## src/rtl/demux4_stream_pkg.sv

```systemverilog
// Shared constants and helpers for the 1-to-4 stream demultiplexer.
package demux4_stream_pkg;

  // Channel codes as seen on {S1,S0} and on cur_sel.
  localparam logic [1:0] CH0 = 2'd0;
  localparam logic [1:0] CH1 = 2'd1;
  localparam logic [1:0] CH2 = 2'd2;
  localparam logic [1:0] CH3 = 2'd3;

  localparam int DEF_WIDTH = 8;
  localparam int DEF_CNT_W = 8;

  // 2-to-4 one-hot decode: the dual of the 4:1 mux select.
  function automatic logic [3:0] sel_onehot(input logic [1:0] sel);
    return 4'b0001 << sel;
  endfunction

endpackage

```

## src/rtl/demux4_stream_slot.sv

```systemverilog
// One-entry output buffer for a single demux channel.
// A load always wins over a drain, so a drain and a load in the same
// cycle keep valid high with the new data (no bubble).
module demux_slot #(
  parameter int WIDTH = 8
) (
  input  logic             clk,
  input  logic             rst,
  input  logic             load,
  input  logic [WIDTH-1:0] d,
  input  logic             ready,
  output logic [WIDTH-1:0] q,
  output logic             valid,
  output logic             free
);

  // The buffer can take a word if it is empty or is being drained now.
  assign free = !valid || ready;

  // Buffer state: load new word, or clear valid when the sink takes it.
  always_ff @(posedge clk or posedge rst) begin
    if (rst) begin
      // NOTE: data is reset too because the outputs must read 0 after reset;
      // a plain pipeline register would normally only need valid reset.
      q     <= '0;
      valid <= 1'b0;
    end else if (load) begin
      // NOTE: non-blocking assignments keep every flop sampling pre-edge values.
      q     <= d;
      valid <= 1'b1;
    end else if (valid && ready) begin
      valid <= 1'b0;
    end
  end

endmodule

```

## src/rtl/demux4_stream.sv

```systemverilog
// Registered 1-to-4 valid/ready stream demultiplexer with direct
// ({S1,S0}) or round-robin channel selection and an accept counter.
module demux4_stream
  import demux4_stream_pkg::*;
#(
  parameter int WIDTH = DEF_WIDTH,
  parameter int CNT_W = DEF_CNT_W
) (
  input  logic             clk,
  input  logic             rst,
  input  logic [WIDTH-1:0] I,
  input  logic             I_valid,
  output logic             I_ready,
  input  logic             S1,
  input  logic             S0,
  input  logic             rr_en,
  output logic [WIDTH-1:0] O0,
  output logic [WIDTH-1:0] O1,
  output logic [WIDTH-1:0] O2,
  output logic [WIDTH-1:0] O3,
  output logic             O0_valid,
  output logic             O1_valid,
  output logic             O2_valid,
  output logic             O3_valid,
  input  logic             O0_ready,
  input  logic             O1_ready,
  input  logic             O2_ready,
  input  logic             O3_ready,
  output logic [1:0]       cur_sel,
  output logic [CNT_W-1:0] xfer_cnt
);

  logic [1:0]       rr_ptr;
  logic [3:0]       free;
  logic [3:0]       load;
  logic [3:0]       sink_ready;
  logic [3:0]       slot_valid;
  logic [WIDTH-1:0] slot_q [4];
  logic             accept;

  // Channel the next accepted word goes to; switches with rr_en in the same cycle.
  assign cur_sel = rr_en ? rr_ptr : {S1, S0};

  // Input is ready only when the selected buffer can take a word and not in reset.
  assign I_ready = !rst && free[cur_sel];
  assign accept  = I_valid && I_ready;
  assign load    = accept ? sel_onehot(cur_sel) : 4'b0000;

  assign sink_ready = {O3_ready, O2_ready, O1_ready, O0_ready};

  for (genvar g = 0; g < 4; g++) begin : g_slot
    demux_slot #(.WIDTH(WIDTH)) u_slot (
      .clk   (clk),
      .rst   (rst),
      .load  (load[g]),
      .d     (I),
      .ready (sink_ready[g]),
      .q     (slot_q[g]),
      .valid (slot_valid[g]),
      .free  (free[g])
    );
  end

  assign O0 = slot_q[0];
  assign O1 = slot_q[1];
  assign O2 = slot_q[2];
  assign O3 = slot_q[3];
  assign {O3_valid, O2_valid, O1_valid, O0_valid} = slot_valid;

  // Round-robin pointer: steps only on a round-robin accept, kept across mode changes.
  always_ff @(posedge clk or posedge rst) begin
    if (rst)
      rr_ptr <= CH0;
    else if (accept && rr_en)
      rr_ptr <= rr_ptr + 2'd1;
  end

  // Accepted-word counter, wraps naturally at 2^CNT_W.
  always_ff @(posedge clk or posedge rst) begin
    if (rst)
      xfer_cnt <= '0;
    else if (accept)
      xfer_cnt <= xfer_cnt + CNT_W'(1);
  end

endmodule
```

## config.mk

```make
export PLATFORM = sky130hd
export DESIGN_NAME = demux4_stream
export DESIGN_NICKNAME = d
export VERILOG_FILES = /design/src/rtl/demux4_stream_pkg.sv /design/src/rtl/demux4_stream_slot.sv /design/src/rtl/demux4_stream.sv
export SDC_FILE = /design/constraint.sdc
export NUM_CORES = 1
export LEC_CHECK = 0
export ABC_AREA = 1
export CAP_MARGIN = 5
export CORE_ASPECT_RATIO = 0.8
export CORE_UTILIZATION = 30
export CTS_CLUSTER_DIAMETER = 60
export CTS_CLUSTER_SIZE = 8
export DETAILED_ROUTE_END_ITERATION = 8
export GPL_TIMING_DRIVEN = 0
export HOLD_SLACK_MARGIN = 0.02
export SETUP_SLACK_MARGIN = 0.1
export SLEW_MARGIN = 20
export SYNTH_ARGS = -nofsm -noshare
export SYNTH_HDL_FRONTEND = slang
export SYNTH_SLANG_ARGS = --single-unit
```

## constraint.sdc

```tcl
create_clock -name clk -period 2.15 [get_ports clk]
set_clock_uncertainty 0.1 [all_clocks]
set_input_delay 0.215 -clock clk [delete_from_list [all_inputs] [get_ports clk]]
set_output_delay 0.215 -clock clk [all_outputs]
set_load 0.01 [all_outputs]
```

==> results.toml <==
[setup_path]
crit_path_top_delay_cell = "dfrtp_1"
r2r_cells = 8
r2r-end = "g_slot[1].u_slot.q[2]"
ff2ff_setup_slack_ps = 360
cp-startpoint = "rr_ptr[1]"
required_ps = 1840
crit_end = "I_ready"
path_buf_inv = 3
r2r-start = "rr_ptr[0]"
cp_top_family = "simple AND/OR/NAND/NOR gates"
cp.arrival_ps = 1590
cp_num_cells = 9
end_kind = "primary output"
critPathLaunchType = "register"
critPathMaxFanout = 10
critPathMaxStageDelay_ps = 410
critical_path_class = "reg2out"
cp_cell_sequence = "inv_1 -> nand2_2 -> nand2_8 -> nor2_8 -> nand2_2 -> nand2_4 -> nor2_8 -> buf_6 -> clkbuf_2"

[sta]
finalSetupViolations = 0
tightest_slew_ps = 588
finalHoldViolCount = 0
relSlewSlack_pct = 60.6
min_period_over_period_pct = 88.4
timing.fmax_mhz = 526
drv_slew = 0
grt_setup_unrepaired = "no"
hold_ws_ps = 125
finalCriticalPeriod_ps = 1900

[layout]
multi_input_area_um2 = 1070
antenna_cells = 0
fin_area_um2 = 3260
final.fill_count = 757
syn2layout_area_growth_pct = 39.0
mostFrequentLayoutCells = "94 x nand2_1, 60 x clkdlybuf4s50_1, 46 x dfrtp_1"
register_area_um2 = 1150
nNetsFinal = 351
final_common_cell = "nand2_1"
drive_gt1_share_pct = 15.6

[power_and_ir_drop]
totalPowerFinal_mw = 3.62
vdd_drop_max_uv = 454
leakage_nw = 1.54
powerDensity_nw_per_um2 = 1110

[outcome]
outcome = "completed"

[floorplan]
initial_core_util_pct = 31.4
rows = 28
die_y_um = 81.0
dieArea_um2 = 8170
coreArea_um2 = 7460
die_w_um = 101
ios = 65

[placement]
place_area_um2 = 3110
port_buffers = 63
hpwl_mm = 4.35
place.gp.congestion = 0.767

[grt]
grt_pass1_vias = 1928
grt_pass1_wl_mm = 10.2
grt_start_max_net_pins = 25
antenna_found_initial = 0
grtUsageTotal_pct = 16.9
grt_overflow = 0

[flow_run]
max-cap-violations = 0

[clock_network]
clk_path_buf_depth = 2
htree_levels = 2
tritoncts = "built"
clk_pin_slew_ps = 90
cts_buffers = 5
cts_hold_buf = 0
cts_root_buf = "clkbuf_8"
clk_latency_ps = 300
clock_sinks = 46

[logic_synthesis]
ys_ff_latch = 46
synth_cells = 253
synth_area_um2 = 2340
yosysWarnings = 0
synth_fp_nets = 272
syn_avg_cell_area_um2 = 9.26
ys_seq_area_share_pct = 49.1
yosysUniqueCellTypes = 23

[drt]
first_pass_iters = 4
drt-initial-drc-count = 147
routed_via_density = 4.61
wl_per_cell_um = 14.4
drc = 0
route.antenna.remaining_nets = 0
drt-total-wl_mm = 6.31
via_count = 2021

[worst_hold_path]
hold_class = "in2async"
-- synthesized netlist by cell type, drive strengths merged --
cell type | instances | area (um2)
dfrtp | 46 | 1150
nand3b | 1 | 7.51
buf | 5 | 50.0
o21ai | 4 | 20.0
nand4 | 39 | 304
nor2 | 10 | 105
xor2 | 3 | 26.3
nand3 | 13 | 87.6
nand2 | 107 | 468
inv | 16 | 60.1
clkbuf | 4 | 15.0
xnor2 | 4 | 35.0
ha | 1 | 12.5
-- power by group --
part | leakage [nW] | switching (mW) | internal (mW)
Combinational | 0.909 | 0.757 | 0.867
Sequential | 0.585 | 0.234 | 1.21
Clock | 0.0482 | 0.290 | 0.260
-- what timing repair did --
item,in CTS,in global routing
setup endpoints to repair,48,1
resized for setup,3,2
pin swaps,4,0
setup buffers,7,0
gates cloned,2,0
-- cell families (layout without fill, tap and decap cells) --
logic type      after synthesis  after routing  synth area share, %
compound gates                4              4                0.855
xor+xnor                      7              7                 2.62
fa+ha+maj                     1              1                0.534
buf+inv                      25            105                 5.34
flops                        46             46                 49.1
simple gates                170            170                 41.5
-- worst min path at each step --
stage | to | slack [ps] | start
floorplan | g_slot[0].u_slot.q[0] | 160 | rst
global placement | g_slot[0].u_slot.q[1] | 360 | g_slot[0].u_slot.q[1]
detailed placement | g_slot[2].u_slot.q[4] | 360 | g_slot[2].u_slot.q[4]
CTS | g_slot[3].u_slot.q[3] | 120 | rst
global route | g_slot[3].u_slot.q[3] | 160 | rst
finish | g_slot[3].u_slot.q[3] | 120 | rst
-- routing by layer --
layer | vias to the layer above | part of all wire, % | routed length (um) | GRT usage (%)
li1 | 1003 | - | - | -
met1 | 945 | 48 | 3010 | 24.0
met2 | 68 | 44 | 2780 | 25.5
met3 | 5 | 7.2 | 452 | 4.04
met4 | 0 | 1.1 | 70 | 4.78
met5 | - | 0 | 0 | 0
-- per-stage QoR --
stage,std cells,setup TNS [ps],worst slack (ps),utilization [%]
CTS,438,0,112,43.7
global route,438,0,159,43.6
finish,438,0,249,43.6
floorplan,253,0,397,-
detailed placement,421,-27120,-1010,41.6
global placement,421,-26020,-997,41.6
-- layout make-up --
cell class              count  area share [%]
flip-flops and latches     46            35.3
multi-input cells         182            32.7
repair buffers             70            20.7
well taps                 105            4.03
clock buffers               7            2.65
plain buffers               9            2.00
inverters                  16            1.96
repair inverters            2           0.384
clock inverters             1           0.154
-- state kept, by name (all words and copies together), names as in the netlist --
register / cells
g_slot.u_slot.valid: 4
rr_ptr: 2
xfer_cnt: 8
g_slot.u_slot.q: 32
Power figures use the tool's default switching activity.
